File: src/rtl/mips_pkg.sv
// Shared constants and types for the MIPS fetch stage.
package mips_pkg;

    localparam int unsigned WORD_WIDTH       = 32;
    localparam int unsigned MEM_ADDR_WIDTH   = 32;
    localparam logic [31:0] NOP_INST         = 32'h0000_0000;
    localparam logic [31:0] PC_STEP          = 32'd4;
    localparam logic [31:0] DEFAULT_RESET_PC = 32'h0000_0000;

    typedef enum logic {
        RUN  = 1'b0,
        HALT = 1'b1
    } halt_state_e;

endpackage

File: src/rtl/fetch_halt_detect.sv
// End-of-program detector: counts consecutive zero fetches and latches halt
// once HALT_COUNT of them have been seen; only reset leaves HALT.
module fetch_halt_detect
    import mips_pkg::*;
#(
    parameter int unsigned WORD_WIDTH = mips_pkg::WORD_WIDTH,
    parameter int unsigned HALT_COUNT = 10
) (
    input  logic                  clk,
    input  logic                  rst,
    input  logic [WORD_WIDTH-1:0] inst,
    input  logic                  stall,
    input  logic                  redirect,
    output logic                  halted
);

    localparam int unsigned   CW   = $clog2(HALT_COUNT + 1);
    localparam logic [CW-1:0] CMAX = CW'(HALT_COUNT);

    halt_state_e   state_q, state_d;
    logic [CW-1:0] cnt_q, cnt_d;

    // Stalled cycles re-present the same word, so only advancing cycles count.
    always_comb begin
        state_d = state_q;
        cnt_d   = cnt_q;
        if (state_q == RUN) begin
            if (redirect) begin
                cnt_d = '0;
            end else if (!stall) begin
                if (inst == WORD_WIDTH'(NOP_INST)) begin
                    cnt_d = (cnt_q == CMAX) ? CMAX : cnt_q + 1'b1;
                end else begin
                    cnt_d = '0;
                end
            end
            if (cnt_d == CMAX) begin
                state_d = HALT;
            end
        end
    end

    always_ff @(posedge clk) begin
        if (rst) begin
            state_q <= RUN;
            cnt_q   <= '0;
        end else begin
            state_q <= state_d;
            cnt_q   <= cnt_d;
        end
    end

    assign halted = (state_q == HALT);

endmodule

File: src/rtl/mips_fetch_stage.sv
// Instruction-fetch stage: PC register, next-PC select, IF/ID register.
// Optional perf counters built only when MIPS_FETCH_PERF_EN is defined.
module mips_fetch_stage
    import mips_pkg::*;
#(
    parameter int unsigned            WORD_WIDTH = mips_pkg::WORD_WIDTH,
    parameter logic [WORD_WIDTH-1:0]  RESET_PC   = WORD_WIDTH'(DEFAULT_RESET_PC),
    parameter int unsigned            HALT_COUNT = 10
) (
    input  logic                  clk,
    input  logic                  rst,
    input  logic [WORD_WIDTH-1:0] inst,
    input  logic                  stall,
    input  logic                  redirect,
    input  logic [WORD_WIDTH-1:0] redirect_pc,
    output logic [WORD_WIDTH-1:0] inst_addr,
    output logic [WORD_WIDTH-1:0] pc_IF,
    output logic [WORD_WIDTH-1:0] pc_ID,
    output logic [WORD_WIDTH-1:0] inst_ID,
    output logic                  halted,
    output logic [31:0]           stall_cnt,
    output logic [31:0]           flush_cnt
);

    logic [WORD_WIDTH-1:0] pc_q;
    logic [WORD_WIDTH-1:0] next_pc;
    logic [WORD_WIDTH-1:0] pc_id_q;
    logic [WORD_WIDTH-1:0] inst_id_q;

    fetch_halt_detect #(
        .WORD_WIDTH (WORD_WIDTH),
        .HALT_COUNT (HALT_COUNT)
    ) u_halt (
        .clk      (clk),
        .rst      (rst),
        .inst     (inst),
        .stall    (stall),
        .redirect (redirect),
        .halted   (halted)
    );

    // Next PC drives instmem directly so its registered read lines up with pc_IF.
    always_comb begin
        if (rst) begin
            next_pc = RESET_PC;
        end else if (halted) begin
            next_pc = pc_q;
        end else if (redirect) begin
            next_pc = {redirect_pc[WORD_WIDTH-1:2], 2'b00};
        end else if (stall) begin
            next_pc = pc_q;
        end else begin
            next_pc = pc_q + WORD_WIDTH'(PC_STEP);
        end
    end

    always_ff @(posedge clk) begin
        if (rst) begin
            pc_q <= RESET_PC;
        end else begin
            pc_q <= next_pc;
        end
    end

    always_ff @(posedge clk) begin
        if (rst || redirect) begin
            inst_id_q <= '0;
            pc_id_q   <= '0;
        end else if (!(stall || halted)) begin
            inst_id_q <= inst;
            pc_id_q   <= pc_q;
        end
    end

    assign inst_addr = next_pc;
    assign pc_IF     = pc_q;
    assign pc_ID     = pc_id_q;
    assign inst_ID   = inst_id_q;

`ifdef MIPS_FETCH_PERF_EN
    logic [31:0] stall_cnt_q;
    logic [31:0] flush_cnt_q;

    always_ff @(posedge clk) begin
        if (rst) begin
            stall_cnt_q <= '0;
            flush_cnt_q <= '0;
        end else begin
            if (stall && !redirect && !halted && (stall_cnt_q != '1)) begin
                stall_cnt_q <= stall_cnt_q + 32'd1;
            end
            if (redirect && (flush_cnt_q != '1)) begin
                flush_cnt_q <= flush_cnt_q + 32'd1;
            end
        end
    end

    assign stall_cnt = stall_cnt_q;
    assign flush_cnt = flush_cnt_q;
`else
    assign stall_cnt = '0;
    assign flush_cnt = '0;
`endif

endmodule
File: config.mk
export PLATFORM = sky130hd
export DESIGN_NAME = mips_fetch_stage
export DESIGN_NICKNAME = d
export VERILOG_FILES = /design/src/rtl/mips_pkg.sv /design/src/rtl/fetch_halt_detect.sv /design/src/rtl/mips_fetch_stage.sv
export SDC_FILE = /design/constraint.sdc
export NUM_CORES = 1
export LEC_CHECK = 0
export ABC_AREA = 1
export BUFFER_PORTS_ARGS = -buffer_cell sky130_fd_sc_hd__clkbuf_2
export CAP_MARGIN = 20
export CORE_ASPECT_RATIO = 1.5
export CORE_MARGIN = 1
export CORE_UTILIZATION = 51
export CTS_CLUSTER_SIZE = 16
export DETAILED_ROUTE_END_ITERATION = 10
export PLACE_DENSITY = 0.9
export SYNTH_ARGS = -nofsm -noshare
export SYNTH_HDL_FRONTEND = slang
export SYNTH_SLANG_ARGS = --single-unit
File: constraint.sdc
create_clock -name clk -period 3.7 [get_ports clk]
set_input_delay 0.555 -clock clk [delete_from_list [all_inputs] [get_ports clk]]
set_output_delay 0.555 -clock clk [all_outputs]
set_load 0.03 [all_outputs]
==> out/metrics.csv <==
stage;metric;value;unit
power_and_ir_drop;p_leak;3.118;nW
placement;globalplace.congestion;0.9140;
routing;post_drt_via_cell_ratio;5.272;
clock_network;cts_made_buffers;9;
finish;layout-area-overhead-vs-synth;20.87;%
finish;finish.net_count;1037;
worst_setup_path;worst_r2r_path_depth;6;
logic_synthesis;synthesis.yosys.warnings;0;
worst_setup_path;reg2reg_slack;1.66;ns
worst_setup_path;startpoint_kind_of_the_worst_setup_timing_path;flip-flop;
clock_network;clock_tree_from_tritoncts;yes;
routing;antenna_left;0;
clock_network;cts.clk_slew.worst_paths;0.08;ns
placement;port_buffers;194;
logic_synthesis;synth_seq_area_share;37.26;%
worst_setup_path;worst_setup_path_end_kind;output port;
finish;final_design_area_no_fill;0.006559;sq mm
clock_network;cts.repair.resized;0;
global_route;grt_antenna_before_repair;2;
job;timing.max_cap.violations;0;
logic_synthesis;synth.top_cells.by_area;dfxtp_1 (37%), a21oi_1 (9.9%), nor2_1 (9.3%);
timing;final-hold-violation-count;0;
clock_network;clk-insertion-delay-late;0.35;ns
global_route;grt_remaining_overflow;0;
routing;drt_iter0_markers;403;
floorplanning;die-area;0.01107;sq mm
floorplanning;placement_rows;45;
timing;grt_setup_unrepaired;no;
logic_synthesis;ys_seq_elements;101;
logic_synthesis;synth_area_per_cell;6.860;sq um
clock_network;post-cts-setup-buffers;0;
logic_synthesis;yosysTopAreaCellShare;37.26;%
clock_network;clock_tree.htree_level_count;3;
placement;placedInstanceArea;0.006260;sq mm
hold_path;timing.hold.worst.class;primary input to flip-flop;
worst_setup_path;cp.required;3.14;ns
global_route;grt_pass1_wl;24630;um
routing;postRouteWirelength;15880;um
power_and_ir_drop;p_per_area;399.5;mW/mm^2
routing;drt_drc_violations_left;0;
floorplanning;starting_utilization_of_the_core_area;52.95;%
timing;setup-violations-final;0;
logic_synthesis;synth-main-ff-cell;dfxtp_1;
timing;finalClockSkew;0.01062;ns
logic_synthesis;ys_async_sr_fraction;0;%
worst_setup_path;timing.setup.critical_path_class;flip-flop to output port;
routing;post_detailed_route_wirelength_per_cell;14.25;um
logic_synthesis;post_synth_edffs;0;
clock_network;cts.root.buffer_cell;clkbuf_16;
worst_setup_path;crit_arrival;2.51;ns
timing;setup-tns-final;0;ns
global_route;grt_pass1_vias;5365;
logic_synthesis;syn-instance-count;791;
clock_network;hold_buffers;0;
timing;slew_at_the_pin_with_the_worst_max_slew_slack;0.7935;ns
logic_synthesis;netlist-cell-type-count;32;
timing;timing.max_slew.rel_slack;46.91;%
placement;detailed_place_hpwl;11920;um
global_route;gr-usage-all-layers;28.31;%
hold_path;worstHoldPathCells;3;
floorplanning;core_area;0.01025;sq mm
logic_synthesis;synth.cell_area;0.005426;sq mm
logic_synthesis;most_area_hungry_cell_type_in_the_yosys_netlist;dfxtp_1;
clock_network;cts.sink_count;101;
floorplanning;die_height;128.3;um
timing;final-max-slew-violation-count;0;
logic_synthesis;top_post_synthesis_cells_by_count;nor2_1 (135), nand2_1 (126), a21oi_1 (107), dfxtp_1 (101), o21ai_0 (81);
timing;fmax;0.3266;GHz
floorplanning;die_width;86.22;um
clock_network;clk_path_buf_depth;2;
outcome;run_status;finished, final reports clean;
timing;final_clock_period_utilization_by_the_worst_path;82.76;%
routing;dr.pass1.iters;7;
power_and_ir_drop;ir_drop_worst_case_vdd;215.4;uV
worst_setup_path;worst-path-max-fanout;18;
floorplanning;top_ports;261;
logic_synthesis;synth_most_common_cell;nor2_1;
global_route;grt_start_max_net_pins;57;
routing;num_vias;5873;
finish;share_of_final_layout_standard_cells_stronger_than_drive_strength_1;24.92;%
timing;timing.final.crit_period;3.062;ns
[power breakdown]
| part | total, mW | switching (mW) | internal, mW |
|---|---|---|---|
| clock network | 0.924 | 0.451 | 0.473 |
| logic | 0.517 | 0.390 | 0.127 |
| registers | 1.18 | 0.0467 | 1.13 |
| total | 2.62 | 0.888 | 1.73 |
[stage by stage]
stage                     utilization, %  hold WS [ns]  total power [mW]  setup slack [ns]  std cells
final                              64.00        0.4536             2.620            0.6379       1114
after global routing               64.00        0.4632             2.724            0.4974       1114
after CTS                          63.96        0.4398             2.626            0.6661       1112
after detailed placement           61.09        0.4529             1.716            0.9785       1096
after global placement             61.09        0.4507             1.710            0.9998       1096
after floorplan                        -        0.5267             1.615             1.003        854
[worst max-delay path, stage by stage (launching register included)]
cell,delay [ns]
dfxtp_1,0.76
inv_1,0.47
buf_4,0.34
nand2_1,0.10
a21oi_1,0.06
a211oi_1,0.18
clkbuf_2,0.24
[final timing paths]
check	startpoint	to
hold reg to reg	inst_ID[9]	inst_ID[9]
setup reg to reg	u_halt.halted	pc_ID[15]
hold / removal	inst[29]	inst_ID[29]
setup / recovery	u_halt.halted	inst_addr[11]
[registers in the layout, summed over array words and instances (netlist names)]
signal / cells
inst_ID: 32
u_halt.cnt_q: 4
pc_ID: 32
u_halt.halted: 1
pc_IF: 32
[metal layers]
metal  wire, um  track usage (%)  vias to the layer above
met2       8193            51.12                      304
li1           -                -                     2841
met3       1102            4.298                       51
met4        723            18.14                        0
met5          0                0                        -
met1       5859            30.41                     2677
[layout by cell type (no fill, tap or decap), types with 3 or more instances in the layout]
cell type,instances
o21ai_0,81
nand4_1,5
inv_2,3
inv_1,38
nor4_1,3
clkbuf_16,9
buf_4,10
nor2_4,4
nor3_1,11
a211oi_1,11
a21oi_1,107
a221oi_1,4
nand2_1,126
nor3_2,3
ha_1,3
conb_1,64
nor2_1,134
nand3_1,24
clkbuf_2,194
nor2_2,3
dfxtp_1,101
xor2_1,10
nand3_2,3
[area by class of cell]
class	instances	area, sq um
Clock buffer	9	225.2
Multi-Input combinational cell	609	2861
Sequential cell	101	2022
Timing Repair Buffer	204	1046
Clock inverter	7	68.82
Inverter	41	153.9
Tap cell	141	176.4
Antenna cell	2	5.005
Fill cell	968	3689
[logic make-up after synthesis]
kind of cell               count (synthesis)  share of synthesized area, %
other                                      1                       0.06911
AOI/OAI and AO/OA                        207                         20.04
DFF                                      101                         37.26
and+or+nand+nor                          323                         25.41
xor gates and xnor gates                  12                         1.937
buffers and inverters                    144                         14.60
adders and majority gates                  3                        0.6918
Note: power is estimated with default switching activity, not from simulation.
